### config.mk
export PLATFORM = sky130hd
export DESIGN_NAME = uart_rx_ctrl
export DESIGN_NICKNAME = d
export VERILOG_FILES = /design/src/rtl/uart_rx_ctrl.sv
export SDC_FILE = /design/constraint.sdc
export NUM_CORES = 1
export LEC_CHECK = 0
export CAP_MARGIN = 20
export CORE_MARGIN = 2
export CORE_UTILIZATION = 53
export DETAILED_ROUTE_END_ITERATION = 16
export GPL_TIMING_DRIVEN = 0
export PLACE_DENSITY_LB_ADDON = 0.12
export SYNTH_ARGS = -nofsm -noshare
export SYNTH_HDL_FRONTEND = slang
export SYNTH_SLANG_ARGS = --single-unit
### constraint.sdc
create_clock -name CLK -period 3.15 [get_ports CLK]
set_input_delay 0.945 -clock CLK [delete_from_list [all_inputs] [get_ports CLK]]
set_output_delay 0.945 -clock CLK [all_outputs]
set_load 0.005 [all_outputs]
### src/rtl/uart_rx_ctrl.sv
// Frame-sequencing controller for the UART receiver: start detection, edge/bit
// counting, checker/deserializer strobes and per-frame result pulses.
module uart_rx_ctrl #(
  parameter int unsigned PRESC_W      = 6,
  parameter int unsigned FRAME_BITS_W = 4
) (
  input  logic                    CLK,
  input  logic                    RST,
  input  logic                    RX_IN,
  input  logic [PRESC_W-1:0]      prescale,
  input  logic                    PAR_EN,
  input  logic                    strt_glitch,
  input  logic                    par_err,
  input  logic                    stp_err,
  output logic [PRESC_W-1:0]      edge_cnt,
  output logic [FRAME_BITS_W-1:0] bit_cnt,
  output logic                    dat_samp_en,
  output logic                    deser_en,
  output logic                    strt_chk_en,
  output logic                    par_chk_en,
  output logic                    stp_chk_en,
  output logic                    data_valid,
  output logic                    parity_err,
  output logic                    framing_err,
  output logic                    busy
);

  typedef enum logic [2:0] {IDLE, START, DATA, PARITY, STOP, DONE} state_e;

  localparam logic [PRESC_W-1:0]      P_MIN     = PRESC_W'(8);
  localparam logic [FRAME_BITS_W-1:0] LAST_DATA = FRAME_BITS_W'(8);

  state_e                  state_q, state_n;
  logic [PRESC_W-1:0]      p_q, p_n;
  logic                    par_q, par_n;
  logic                    perr_q, perr_n;
  logic                    serr_q, serr_n;
  logic [PRESC_W-1:0]      edge_n;
  logic [FRAME_BITS_W-1:0] bit_n;
  logic [PRESC_W-1:0]      ce_q, ce_n;
  logic                    wrap;
  logic                    deser_n, strt_n, parc_n, stpc_n, dv_n, pe_n, fe_n, busy_n;

  // Check edge sits two clocks past mid-bit, where the sampler's majority is stable.
  assign ce_q = (p_q >> 1) + PRESC_W'(2);
  assign wrap = (edge_cnt == p_q - PRESC_W'(1));

  // Next-state, counters, latched config and registered-output next values.
  always_comb begin
    state_n = state_q;
    p_n     = p_q;
    par_n   = par_q;
    perr_n  = perr_q;
    serr_n  = serr_q;
    edge_n  = wrap ? '0 : edge_cnt + PRESC_W'(1);
    bit_n   = wrap ? bit_cnt + FRAME_BITS_W'(1) : bit_cnt;
    ce_n    = '0;
    deser_n = 1'b0;
    strt_n  = 1'b0;
    parc_n  = 1'b0;
    stpc_n  = 1'b0;
    dv_n    = 1'b0;
    pe_n    = 1'b0;
    fe_n    = 1'b0;
    busy_n  = 1'b0;
    case (state_q)
      IDLE: begin
        edge_n = '0;
        bit_n  = '0;
        perr_n = 1'b0;
        serr_n = 1'b0;
        if (!RX_IN) begin
          state_n = START;
          p_n     = (prescale < P_MIN) ? P_MIN : prescale;
          par_n   = PAR_EN;
        end
      end
      START: begin
        if (edge_cnt == ce_q && strt_glitch) begin
          state_n = IDLE;
          edge_n  = '0;
          bit_n   = '0;
        end else if (wrap) begin
          state_n = DATA;
        end
      end
      DATA: begin
        if (wrap && bit_cnt == LAST_DATA) state_n = par_q ? PARITY : STOP;
      end
      PARITY: begin
        if (edge_cnt == ce_q && par_err) perr_n = 1'b1;
        if (wrap) state_n = STOP;
      end
      STOP: begin
        // Leave right after the check so a back-to-back start edge is not missed.
        if (edge_cnt == ce_q) begin
          serr_n  = stp_err;
          state_n = DONE;
        end
      end
      DONE: begin
        state_n = IDLE;
        edge_n  = '0;
        bit_n   = '0;
      end
      default: begin
        state_n = IDLE;
        edge_n  = '0;
        bit_n   = '0;
      end
    endcase
    ce_n    = (p_n >> 1) + PRESC_W'(2);
    busy_n  = (state_n != IDLE);
    strt_n  = (state_n == START)  && (edge_n == ce_n);
    deser_n = (state_n == DATA)   && (edge_n == ce_n);
    parc_n  = (state_n == PARITY) && (edge_n == ce_n);
    stpc_n  = (state_n == STOP)   && (edge_n == ce_n);
    dv_n    = (state_n == DONE) && !perr_n && !serr_n;
    pe_n    = (state_n == DONE) && perr_n;
    fe_n    = (state_n == DONE) && serr_n;
  end

  // State, config and output registers.
  always_ff @(posedge CLK or negedge RST) begin
    if (!RST) begin
      state_q     <= IDLE;
      p_q         <= P_MIN;
      par_q       <= 1'b0;
      perr_q      <= 1'b0;
      serr_q      <= 1'b0;
      edge_cnt    <= '0;
      bit_cnt     <= '0;
      dat_samp_en <= 1'b0;
      deser_en    <= 1'b0;
      strt_chk_en <= 1'b0;
      par_chk_en  <= 1'b0;
      stp_chk_en  <= 1'b0;
      data_valid  <= 1'b0;
      parity_err  <= 1'b0;
      framing_err <= 1'b0;
      busy        <= 1'b0;
    end else begin
      state_q     <= state_n;
      p_q         <= p_n;
      par_q       <= par_n;
      perr_q      <= perr_n;
      serr_q      <= serr_n;
      edge_cnt    <= edge_n;
      bit_cnt     <= bit_n;
      dat_samp_en <= busy_n;
      deser_en    <= deser_n;
      strt_chk_en <= strt_n;
      par_chk_en  <= parc_n;
      stp_chk_en  <= stpc_n;
      data_valid  <= dv_n;
      parity_err  <= pe_n;
      framing_err <= fe_n;
      busy        <= busy_n;
    end
  end

endmodule
==> tab_implementation.tex, run 1 <==
\begin{tabular}{lr}
\hline
Metric & Value \\
\hline
\multicolumn{2}{l}{\textbf{Min path}} \\
End of the worst hold path & par\_q\$\_DFFE\_PN0P\_ \\
Cell depth of the worst hold path & 2 \\
Type of the tightest min-delay check & reg2reg \\
Worst hold path startpoint & par\_q\$\_DFFE\_PN0P\_ \\
\multicolumn{2}{l}{\textbf{Die}} \\
Die W & $\sim$64 um \\
Row count & 21 \\
Starting density of the core & about 56\% \\
Die ar. & 4060 um2 \\
Die Y-Extent & approximately 64 um \\
Top Ports & 32 \\
Core box area & roughly 3400 um2 \\
\multicolumn{2}{l}{\textbf{Layout}} \\
Total non-filler cell area in the finished layout & 2480 um2 \\
Share of cells above drive strength 1 & roughly 18\% \\
Fillcell total & 238 \\
Count of nets after finishing & 266 \\
Most frequent cells in the layout & 30 x clkdlybuf4s50\_1, 29 x dfrtp\_1, 19 x xnor2\_1, 16 x inv\_1, 16 x nor2\_1 \\
Layout overhead on the synthesized area & 31.3\% \\
Total inserted antenna cells & 0 \\
Most common cell after layout, fill and taps aside & clkdlybuf4s50\_1 \\
\multicolumn{2}{l}{\textbf{GRT}} \\
Total GRT Usage & 23.1\% \\
Leftover overflow at the end of global routing & 0 \\
Wire length of the first global-routing pass & $\sim$7 mm \\
Via count of the first global-routing pass & $\sim$1,600 \\
Number of antenna violations at the first check in global routing & 0 \\
Largest net degree at the start of global routing & 22 \\
\multicolumn{2}{l}{\textbf{Synth}} \\
Number of flops mapped to enable cells by yosys & 0 \\
Yosys Warn Count & 0 \\
Flip-flop cell with the highest count after synthesis & dfrtp\_1 \\
Synth Instances & approximately 200 \\
Count of unique library cells instantiated by Yosys & 49 \\
Area contributors post-synth & dfrtp\_1 38\%, xnor2\_1 8.8\%, ha\_1 5.3\% \\
Synthesized flop and latch total & 30 \\
Total nets after synthesis & between 200 and 250 \\
Proportion of register bits with asynchronous set or reset after synthesis & 100\% \\
Share of the yosys chip area belonging to registers & 39.8\% \\
Synthesized area per cell & about 9.5 um2 \\
Fraction of post-synthesis cell area in the top cell type by area & between 30\% and 40\% \\
Netlist area before placement & $\sim$1900 um2 \\
Largest area contributor in the synthesized netlist & dfrtp\_1 \\
\multicolumn{2}{l}{\textbf{Pwr}} \\
Sequential fraction of design power & roughly 26\% \\
Leakage & approximately 1.1 nW \\
Switching part of the total power & a little over two fifths \\
Switching power of the nets & 1.02 mW \\
Power share of the clock group & between 10\% and 20\% \\
PD cells & between 900 and 1000 nW/um2 \\
Final Power & around 2.4 mW \\
Logic pwr share & about three fifths \\
Maximum VDD drop & 0.588 mV \\
Internal power & 1.39 mW \\
\multicolumn{2}{l}{\textbf{Routing}} \\
DRC violation count after routing & 0 \\
DR WL/cell & 14.7 um \\
Detailed-router iteration count before antenna repair & 4 \\
Vias/cell & between 5 and 6 \\
Post-route antenna net violation count & 0 \\
Violation count after the first detailed-route iteration & between 60 and 70 \\
Total Routed Length & around 4.3 mm \\
Total number of vias & around 1,500 \\
\multicolumn{2}{l}{\textbf{STA}} \\
Setup-violating endpoint count in the final report & 0 \\
Final number of max-transition violations & 0 \\
Headroom to the max-slew limit & about three fifths \\
Period Utilization, post-route & 98.7\% \\
Worst Tran Pin Value & approximately 0.60 ns \\
Setup slack after layout & 0.0421 ns \\
Post-route worst hold slack & 0.518 ns \\
Final Critical Period & 3.11 ns \\
Highest clock rate & 0.322 GHz \\
Number of failing hold endpoints at the final stage & 0 \\
Clock Skew & around 0.016 ns \\
Final TNS setup & 0 ns \\
\multicolumn{2}{l}{\textbf{Critical path}} \\
Critical Path RT & 3.40 ns \\
Critical path's slowest cell & or4\_1 \\
FF-to-FF path depth & 13 \\
Buf+Inv Stages, Crit Path & 3 \\
Launch instance of the worst register-to-register path & p\_q[2]\$\_DFF\_PN0\_ \\
Stages on worst setup path & 11 \\
Crit Path Class & in2reg \\
Crit path largest cell delay & $\sim$0.55 ns \\
Category of cells accounting for the largest share of critical-path delay & simple AND/OR/NAND/NOR gates \\
Endpoint arrival time on the critical path & 3.36 ns \\
Worst path cell trace & clkbuf\_2, or4\_1, buf\_6, a22oi\_2, inv\_2, ha\_4, nand2b\_1, a211o\_1, mux2i\_1, o2111ai\_2, nor3b\_2 \\
Worst setup EP type & register \\
Capture instance of the worst register-to-register path & stp\_chk\_en\$\_DFF\_PN0\_ \\
Element type at the critical path start & input pin \\
R2r setup slk & around 0.16 ns \\
Worst-path fanout max & 4 \\
\multicolumn{2}{l}{\textbf{Placed design}} \\
Final weighted congestion in routability-driven placement & roughly 0.86 \\
Total cell area at the placement stage & between 2000 and 2500 um2 \\
Dpl ws & -0.950 ns \\
Detailed placer's ending HPWL & just over 3 mm \\
Number of input and output port buffers inserted & 31 \\
\multicolumn{2}{l}{\textbf{Clocking}} \\
Largest buffer count on any clock path & 2 \\
Sinks on the clock net & 30 \\
CTS H-tree lvls & 2 \\
TritonCTS clock tree & done \\
Clock-pin slew on the worst setup and hold paths & $\sim$0.10 ns \\
Number of buffers inserted during clock tree synthesis & 5 \\
Worst-skew pair later-pin latency & about 0.34 ns \\
CTS root buffer & clkbuf\_4 \\
\multicolumn{2}{l}{\textbf{Status}} \\
Run status & finished clean \\
\multicolumn{2}{l}{\textbf{Job}} \\
Max\_cap viols & 0 \\
\hline
\end{tabular}
==> stage by stage <==
| stage | util (%) | cells |
|---|---|---|
| 4_1_cts | 71.8 | 287 |
| 6_report | 73.2 | 292 |
| 3_5_place_dp | 68.3 | 276 |
| 5_1_grt | 73.2 | 292 |
| 3_3_place_gp | 67.5 | 275 |
| 2_1_floorplan | - | 198 |
==> how the worst max path moves through the flow <==
stage               start                   end  slack (ns)
global placement    RX_IN  stp_chk_en$_DFF_PN0_       -0.83
detailed placement  RX_IN  stp_chk_en$_DFF_PN0_       -0.95
finish              RX_IN  stp_chk_en$_DFF_PN0_        0.04
global route        RX_IN  stp_chk_en$_DFF_PN0_       -0.03
floorplan           RX_IN  stp_chk_en$_DFF_PN0_        0.02
CTS                 RX_IN  stp_chk_en$_DFF_PN0_        0.02
==> power by group through the flow <==
stage | logic [mW] | clock network [mW] | registers [mW]
finish | 1.50 | 0.306 | 0.616
global route | 1.64 | 0.327 | 0.630
CTS | 1.42 | 0.311 | 0.615
detailed placement | 1.38 | 0 | 0.620
global placement | 1.33 | 0 | 0.612
floorplan | 1.06 | 0 | 0.598
==> what timing repair did <==
action                                 4_1_cts  5_1_grt
pin swaps                                    4        8
endpoints found under the hold margin        0        0
hold buffers                                 0        0
setup endpoints to repair                    4        4
gates resized for setup                      4        5
setup buffers                                3        5
==> worst register-to-register path, delay by kind of cell (launching register included) <==
| kind | cells | cell delay [ns] |
|---|---|---|
| buf+inv | 4 | 0.58 |
| flops | 1 | 0.36 |
| mux | 1 | 0.25 |
| simple gates | 4 | 0.80 |
| fa+ha+maj | 1 | 0.31 |
| xor+xnor | 1 | 0.14 |
| compound gates | 2 | 0.46 |
==> sequential cells by signal, indices dropped and copies added, names as in the netlist <==
name and count:
bit_cnt 4, busy 1, data_valid 1, deser_en 1, edge_cnt 6, framing_err 1, p_q 6, par_chk_en 1
par_q 1, parity_err 1, perr_q 1, serr_q 1, state_q 3, stp_chk_en 1, strt_chk_en 1
==> logic make-up after synthesis <==
family / after synthesis / share of synthesized area, %
and+or+nand+nor: 70 / 21.0
xor gates and xnor gates: 30 / 15.0
DFF: 30 / 39.8
buffers and inverters: 29 / 7.15
AOI/OAI and AO/OA: 27 / 9.60
adders and majority gates: 8 / 5.30
muxes: 4 / 2.12
==> Yosys cell counts, drive strengths merged, types with 4 or more instances <==
cell type / count
mux2i: 4
dfrtp: 29
buf: 9
inv: 17
nor2: 17
xor2: 9
o21ai: 11
nor3: 7
nor4: 4
xnor2: 20
nand2b: 4
nand2: 11
nand3: 8
ha: 8
and3: 6
==> final cells by class <==
cell class | count | area, um2 | share of cell area [%]
Multi-Input combinational cell | 139 | 1060 | 42.7
Sequential cell | 30 | 752 | 30.3
Timing Repair Buffer | 40 | 393 | 15.8
Clock inverter | 3 | 40.0 | 1.61
Clock buffer | 5 | 37.5 | 1.51
Tap cell | 46 | 57.6 | 2.32
Inverter | 17 | 63.8 | 2.57
Buffer | 12 | 77.6 | 3.13
==> routing by layer <==
metal	share of wire, %	vias to the layer above	global-route usage, %
met5	0	-	0
met4	1.8	0	8.70
met3	3.6	9	5.00
met2	49	33	38.2
met1	46	728	29.6
li1	-	757	-
No activity file was read; power rests on OpenSTA's default activity.
==> run 2, diff against run 1 <==
--- a/config.mk
+++ b/config.mk
@@ -6,8 +6,10 @@
 export NUM_CORES = 1
 export LEC_CHECK = 0
 export CAP_MARGIN = 20
-export CORE_MARGIN = 2
-export CORE_UTILIZATION = 53
+export CELL_PAD_IN_SITES_DETAIL_PLACEMENT = 0
+export CELL_PAD_IN_SITES_GLOBAL_PLACEMENT = 2
+export CORE_MARGIN = 3
+export CORE_UTILIZATION = 33
 export DETAILED_ROUTE_END_ITERATION = 16
 export GPL_TIMING_DRIVEN = 0
 export PLACE_DENSITY_LB_ADDON = 0.12
==> tab_implementation.tex, run 2 (synthesized netlist as in run 1, its figures left out) <==
\begin{tabular}{lr}
\hline
Metric & Value \\
\hline
\multicolumn{2}{l}{\textbf{Layout}} \\
Register cell area after layout & 752 um2 (unchanged) \\
Most common cell after layout, fill and taps aside & dfrtp\_1 \\
Share of cells above drive strength 1 & 16.7\% (-1.6 points) \\
Most frequent cells in the layout & 29 x dfrtp\_1, 26 x clkdlybuf4s50\_1, 19 x xnor2\_1, 16 x inv\_1, 16 x nor2\_1 \\
Finished Layout Cells & 310 (+6.2\%) \\
Fillcell total & 530 (+120\%) \\
Total inserted antenna cells & 0 (unchanged) \\
Layout overhead on the synthesized area & 32.0\% \\
Multi-input gate area in the final layout & 1080 um2 (+1.8\%) \\
Total non-filler cell area in the finished layout & 2490 um2 (+0.55\%) \\
Largest registers & edge\_cnt x6, p\_q x6, bit\_cnt x4 \\
Count of nets after finishing & 260 (-2.3\%) \\
\multicolumn{2}{l}{\textbf{GRT}} \\
Number of antenna violations at the first check in global routing & 0 (unchanged) \\
Via count of the first global-routing pass & 1,526 (-4.0\%) \\
Leftover overflow at the end of global routing & 0 (unchanged) \\
Largest net degree at the start of global routing & 31 (+41\%) \\
Met3 usage in global routing & 3.62\% (-1.4 points) \\
Met2 layer usage reported by global route & 24.2\% (-14 points) \\
Wire length of the first global-routing pass & 7.67 mm (+7.2\%) \\
Met1 track demand over resource & 21.1\% (-8.5 points) \\
Global route hottest layer & met2 \\
Total GRT Usage & 15.3\% (-7.8 points) \\
\multicolumn{2}{l}{\textbf{STA}} \\
Period Utilization, post-route & 94.5\% (-4.1 points) \\
Post-route worst hold slack & 0.496 ns (-0.0221 ns) \\
RSZ-0062 raised after global routing & no \\
Final TNS setup & 0 ns (unchanged) \\
Final number of max-transition violations & 0 (unchanged) \\
Highest clock rate & 0.336 GHz (+4.4\%) \\
Final Critical Period & 2.98 ns (-0.130 ns) \\
Worst Tran Pin Value & 0.703 ns (+0.103 ns) \\
Setup-violating endpoint count in the final report & 0 (unchanged) \\
Number of failing hold endpoints at the final stage & 0 (unchanged) \\
Setup slack after layout & 0.172 ns (+0.130 ns) \\
Headroom to the max-slew limit & 53.1\% (-6.7 points) \\
Clock Skew & 0.00447 ns (-0.0112 ns) \\
\multicolumn{2}{l}{\textbf{Critical path}} \\
Critical Path Start & RX\_IN \\
Endpoint arrival time on the critical path & 3.17 ns (-0.19 ns) \\
Crit Path Class & in2reg \\
Worst-path fanout max & 4 (unchanged) \\
Category of cells accounting for the largest share of critical-path delay & simple AND/OR/NAND/NOR gates \\
Launch instance of the worst register-to-register path & p\_q[3]\$\_DFF\_PN1\_ \\
Worst setup EP type & register \\
Crit path largest cell delay & 0.46 ns (-0.09 ns) \\
Critical Path RT & 3.35 ns (-0.05 ns) \\
Element type at the critical path start & input pin \\
Critical path's slowest cell & or4\_4 \\
Buf+Inv Stages, Crit Path & 2 (-1) \\
Worst path cell trace & buf\_2, or4\_4, a22oi\_2, inv\_2, ha\_4, nand2b\_4, a211o\_1, mux2i\_2, o2111ai\_4, nor3\_2 \\
\multicolumn{2}{l}{\textbf{Routing}} \\
Detailed-router iteration count before antenna repair & 4 (unchanged) \\
DRC violation count after routing & 0 (unchanged) \\
Vias/cell & 4.99 (-4.6\%) \\
Total number of vias & 1,547 (+1.3\%) \\
Total Routed Length & 4.70 mm (+9.7\%) \\
DR WL/cell & 15.2 um (+3.4\%) \\
Post-route antenna net violation count & 0 (unchanged) \\
Violation count after the first detailed-route iteration & 77 (+24\%) \\
\multicolumn{2}{l}{\textbf{Die}} \\
Starting density of the core & 35.4\% (-20 points) \\
Die ar. & 6670 um2 (+64\%) \\
Die Y-Extent & 81.7 um (+28\%) \\
Core box area & 5340 um2 (+57\%) \\
Die W & 81.7 um (+28\%) \\
Row count & 26 (+24\%) \\
Top Ports & 32 (unchanged) \\
\multicolumn{2}{l}{\textbf{Placed design}} \\
Number of input and output port buffers inserted & 31 (unchanged) \\
Dpl ws & -0.886 ns (+0.0641 ns) \\
Total cell area at the placement stage & 2310 um2 (-0.11\%) \\
Final weighted congestion in routability-driven placement & 0.814 (-4.8\%) \\
Cell total after placement & 299 (+8.3\%) \\
Detailed placer's ending HPWL & 3.45 mm (+12\%) \\
\multicolumn{2}{l}{\textbf{Pwr}} \\
PD cells & 1000 nW/um2 (+2.8\%) \\
Switching part of the total power & 41.9\% (-0.44 points) \\
Maximum VDD drop & 0.491 mV (-16\%) \\
Leakage & 1.10 nW (-0.30\%) \\
Sequential fraction of design power & 24.6\% (-0.9 points) \\
Logic pwr share & 60.1\% (-1.8 points) \\
Switching power of the nets & 1.05 mW (+2.3\%) \\
Internal power & 1.45 mW (+4.2\%) \\
Power share of the clock group & 15.3\% (+2.7 points) \\
\multicolumn{2}{l}{\textbf{Min path}} \\
Worst hold path startpoint & par\_q\$\_DFFE\_PN0P\_ \\
Type of the tightest min-delay check & reg2reg \\
\multicolumn{2}{l}{\textbf{Clocking}} \\
CTS root buffer & clkbuf\_8 \\
CTS H-tree lvls & 2 (unchanged) \\
Clock-pin slew on the worst setup and hold paths & 0.06 ns (-0.04 ns) \\
Largest buffer count on any clock path & 2 (unchanged) \\
TritonCTS clock tree & done \\
Sinks on the clock net & 30 (unchanged) \\
Number of buffers inserted during clock tree synthesis & 5 (unchanged) \\
Worst-skew pair later-pin latency & 0.28 ns (-0.06 ns) \\
\multicolumn{2}{l}{\textbf{Job}} \\
Max\_cap viols & 0 (unchanged) \\
\multicolumn{2}{l}{\textbf{Status}} \\
Run status & finished clean \\
\hline
\end{tabular}
run 2: cell count changes in the layout (fill, tap and decap cells not counted), sizes merged:
cell / change
buf: -5
clkdlybuf4s50: -4
dlymetal6s2s: +3
clkbuf: +2
clkinv: -2
run 2: routing by layer:
layer  wire length [um]  part of all wire [%]
met4                 69                   1.5
met5                  0                     0
met1               2270                    48
met3                185                   3.9
met2               2180                    46
run 2: layout make-up:
class | count | share of cell area, %
multi-input cells | 139 | 43.2
flip-flops and latches | 30 | 30.2
inverters | 17 | 2.56
clock buffers | 7 | 3.06
clock inverters | 1 | 1.20
plain buffers | 11 | 2.76
repair buffers | 35 | 13.5
well taps | 70 | 3.51
run 2: path summary, 6_finish.rpt:
kind | end | slack (ns) | cells after the start
worst max register to register | par_chk_en$_DFF_PN0_ | 0.23 | 12
min in group asynchronous | p_q[0]$_DFFE_PN0P_ | 0.71 | 1
worst min-delay path | par_q$_DFFE_PN0P_ | 0.50 | 2
max in group asynchronous | stp_chk_en$_DFF_PN0_ | 1.99 | 1
worst min register to register | par_q$_DFFE_PN0P_ | 0.50 | 2
worst max-delay path | par_chk_en$_DFF_PN0_ | 0.17 | 10
run 2: through the flow:
| step | util (%) | power, mW |
|---|---|---|
| 5_1_grt | 46.7 | 2.72 |
| 4_1_cts | 46.0 | 2.45 |
| 3_5_place_dp | 43.4 | 2.02 |
| 3_3_place_gp | 43.5 | 1.99 |
| 2_1_floorplan | - | 1.65 |
| 6_report | 46.7 | 2.50 |
run 2: tightest hold or removal path: stages, from the launching register on:
cell and delay (ns):
dfrtp_1 0.36, nand2_1 0.05, nand2_1 0.06
run 2: power groups by stage:
stage / clock network, mW / logic (mW) / registers, mW
after floorplan: 0 / 1.06 / 0.598
after global placement: 0 / 1.38 / 0.614
after detailed placement: 0 / 1.40 / 0.619
after CTS: 0.395 / 1.44 / 0.616
after global routing: 0.420 / 1.66 / 0.636
final: 0.383 / 1.50 / 0.616
run 2: timing repair:
| item | 4_1_cts | 5_1_grt |
|---|---|---|
| setup endpoints to repair | 4 | 4 |
| pin swaps | 4 | 8 |
| hold buffers | 0 | 0 |
| gates resized for setup | 6 | 11 |
| setup buffers | 2 | 2 |
==> run 3, diff against run 2 <==
--- a/config.mk
+++ b/config.mk
@@ -8,6 +8,7 @@
 export CAP_MARGIN = 20
 export CELL_PAD_IN_SITES_DETAIL_PLACEMENT = 0
 export CELL_PAD_IN_SITES_GLOBAL_PLACEMENT = 2
+export CORE_ASPECT_RATIO = 0.9
 export CORE_MARGIN = 3
 export CORE_UTILIZATION = 33
 export DETAILED_ROUTE_END_ITERATION = 16
==> tab_implementation.tex, run 3 (synthesized netlist as in run 1, its figures left out) <==
\begin{tabular}{lr}
\hline
Metric & Value \\
\hline
\multicolumn{2}{l}{\textbf{Status}} \\
Run status & finished clean \\
\multicolumn{2}{l}{\textbf{Placed design}} \\
Final weighted congestion in routability-driven placement & 0.808 (-0.77\%) \\
Detailed placer's ending HPWL & 3.48 mm (+0.80\%) \\
Dpl ws & -0.884 ns (+0.00204 ns) \\
Number of input and output port buffers inserted & 31 (unchanged) \\
\multicolumn{2}{l}{\textbf{Layout}} \\
Largest registers & edge\_cnt x6, p\_q x6, bit\_cnt x4 \\
Total inserted antenna cells & 0 (unchanged) \\
Most frequent cells in the layout & 29 x dfrtp\_1, 28 x clkdlybuf4s50\_1, 19 x xnor2\_1, 16 x inv\_1, 16 x nor2\_1 \\
Multi-input gate area in the final layout & 1070 um2 (-0.70\%) \\
Count of nets after finishing & 261 (+0.38\%) \\
Most common cell after layout, fill and taps aside & dfrtp\_1 \\
Register cell area after layout & 752 um2 (unchanged) \\
Layout overhead on the synthesized area & 31.0\% \\
Fillcell total & 525 (-0.94\%) \\
Share of cells above drive strength 1 & 18.3\% (+1.6 points) \\
\multicolumn{2}{l}{\textbf{Routing}} \\
DR WL/cell & 15.1 um (-0.42\%) \\
Total number of vias & 1,500 (-3.0\%) \\
Post-route antenna net violation count & 0 (unchanged) \\
Total Routed Length & 4.65 mm (-1.1\%) \\
Vias/cell & 4.87 (-2.4\%) \\
Detailed-router iteration count before antenna repair & 4 (unchanged) \\
Violation count after the first detailed-route iteration & 57 (-26\%) \\
DRC violation count after routing & 0 (unchanged) \\
\multicolumn{2}{l}{\textbf{STA}} \\
Period Utilization, post-route & 94.3\% (-0.25 points) \\
Number of failing hold endpoints at the final stage & 0 (unchanged) \\
Setup slack after layout & 0.180 ns (+0.00796 ns) \\
RSZ-0062 raised after global routing & no \\
Post-route worst hold slack & 0.513 ns (+0.0166 ns) \\
Final TNS setup & 0 ns (unchanged) \\
Final Critical Period & 2.97 ns (-0.00796 ns) \\
Clock Skew & 0.00425 ns (-0.000218 ns) \\
Headroom to the max-slew limit & 52.9\% (-0.19 points) \\
Setup-violating endpoint count in the final report & 0 (unchanged) \\
Final number of max-transition violations & 0 (unchanged) \\
Worst Tran Pin Value & 0.706 ns (+0.00286 ns) \\
Highest clock rate & 0.337 GHz (+0.27\%) \\
\multicolumn{2}{l}{\textbf{Critical path}} \\
Capture instance of the worst register-to-register path & par\_chk\_en\$\_DFF\_PN0\_ \\
Endpoint arrival time on the critical path & 3.17 ns (about the same) \\
Crit Path Class & in2reg \\
Launch instance of the worst register-to-register path & p\_q[3]\$\_DFF\_PN1\_ \\
Worst setup EP type & register \\
Element type at the critical path start & input pin \\
Critical Path RT & 3.35 ns (about the same) \\
R2r setup slk & 0.25 ns (+0.02 ns) \\
FF-to-FF path depth & 12 (unchanged) \\
Worst-path fanout max & 4 (unchanged) \\
\multicolumn{2}{l}{\textbf{Clocking}} \\
Largest buffer count on any clock path & 2 (unchanged) \\
Number of buffers inserted during clock tree synthesis & 5 (unchanged) \\
Sinks on the clock net & 30 (unchanged) \\
Number of hold-repair buffers added at the cts stage & 0 (unchanged) \\
Clock-pin slew on the worst setup and hold paths & 0.07 ns (about the same) \\
TritonCTS clock tree & done \\
CTS H-tree lvls & 2 (unchanged) \\
CTS root buffer & clkbuf\_8 \\
Worst-skew pair later-pin latency & 0.28 ns (about the same) \\
\multicolumn{2}{l}{\textbf{Die}} \\
Starting density of the core & 35.1\% (-0.30 points) \\
Top Ports & 32 (unchanged) \\
Die ar. & 6670 um2 (about the same) \\
Die W & 85.8 um (+5.0\%) \\
Core box area & 5380 um2 (+0.84\%) \\
Row count & 25 (-3.8\%) \\
Die Y-Extent & 77.8 um (-4.8\%) \\
\multicolumn{2}{l}{\textbf{Pwr}} \\
Logic pwr share & 60.5\% (+0.4 points) \\
Power share of the clock group & 13.7\% (-1.6 points) \\
Maximum VDD drop & 0.442 mV (-10\%) \\
PD cells & 976 nW/um2 (-2.7\%) \\
Final Power & 2.42 mW (-3.4\%) \\
Leakage & 1.09 nW (-1.4\%) \\
Switching power of the nets & 1.03 mW (-1.5\%) \\
Internal power & 1.38 mW (-4.8\%) \\
Sequential fraction of design power & 25.8\% (+1.2 points) \\
Switching part of the total power & 42.8\% (+0.82 points) \\
\multicolumn{2}{l}{\textbf{Min path}} \\
Cell depth of the worst hold path & 1 (-1) \\
Worst hold path startpoint & perr\_q\$\_DFF\_PN0\_ \\
Type of the tightest min-delay check & reg2reg \\
End of the worst hold path & parity\_err\$\_DFF\_PN0\_ \\
\multicolumn{2}{l}{\textbf{GRT}} \\
Total GRT Usage & 15.1\% (-0.21 points) \\
Wire length of the first global-routing pass & 7.92 mm (+3.3\%) \\
Number of antenna violations at the first check in global routing & 0 (unchanged) \\
Leftover overflow at the end of global routing & 0 (unchanged) \\
Largest net degree at the start of global routing & 31 (unchanged) \\
Via count of the first global-routing pass & 1,577 (+3.3\%) \\
\multicolumn{2}{l}{\textbf{Job}} \\
Max\_cap viols & 0 (unchanged) \\
\hline
\end{tabular}
## run 3: metal layers
layer  up-vias  GRT usage, %  part of all wire (%)
met4         0          2.85                  0.39
li1        744             -                     -
met2        24          23.7                    46
met5         -             0                     0
met3         2          2.97                   4.0
met1       730          21.8                    50
## run 3: cell type report
cell class                 count  share of cell area [%]
multi-input combinational    139                    43.2
sequential                    30                    30.4
timing repair buffer          35                    13.4
tap                           67                    3.39
clock buffer                   6                    3.34
buffer                        12                    3.13
inverter                      17                    2.58
clock inverter                 2                   0.506
## run 3: power by group through the flow
stage	logic [mW]	clock network (mW)	registers, mW
final	1.46	0.331	0.624
after global routing	1.63	0.363	0.642
after CTS	1.44	0.343	0.624
after detailed placement	1.40	0	0.627
after global placement	1.38	0	0.619
after floorplan	1.06	0	0.598
## run 3: worst max-delay path by stage
stage                     startpoint               endpoint  slack (ns)  depth (start not counted)
finish                   prescale[3]   par_chk_en$_DFF_PN0_        0.18                         11
global placement               RX_IN  strt_chk_en$_DFF_PN0_       -0.94                         10
detailed placement             RX_IN  strt_chk_en$_DFF_PN0_       -0.88                         10
CTS                            RX_IN   par_chk_en$_DFF_PN0_        0.02                         11
floorplan                      RX_IN   stp_chk_en$_DFF_PN0_        0.02                         10
global route        p_q[2]$_DFF_PN0_   par_chk_en$_DFF_PN0_        0.03                         13
## run 3: what timing repair did
item                       in CTS  in global routing
setup endpoints to repair       4                  4
buffers inserted                3                  1
pin swaps                       6                  5
gates cloned                    0                  0
resized for setup               5                  8
## run 3: critical path, cell delays in order
cell and delay (ns):
clkdlybuf4s50_1 0.43, nor3_2 0.26, nor2_4 0.06, a22oi_2 0.17
inv_2 0.08, ha_4 0.28, nand2b_1 0.07, a211o_1 0.29
mux2i_1 0.17, o2111ai_2 0.22, nor3_2 0.20
## run 3: metrics by stage
step	utilization, %	instance area [um2]	std cells
after global routing	46.0	2470	308
after global placement	43.0	2310	296
after floorplan	-	1920	198
after CTS	45.4	2440	307
final	46.0	2470	308
after detailed placement	42.9	2310	296
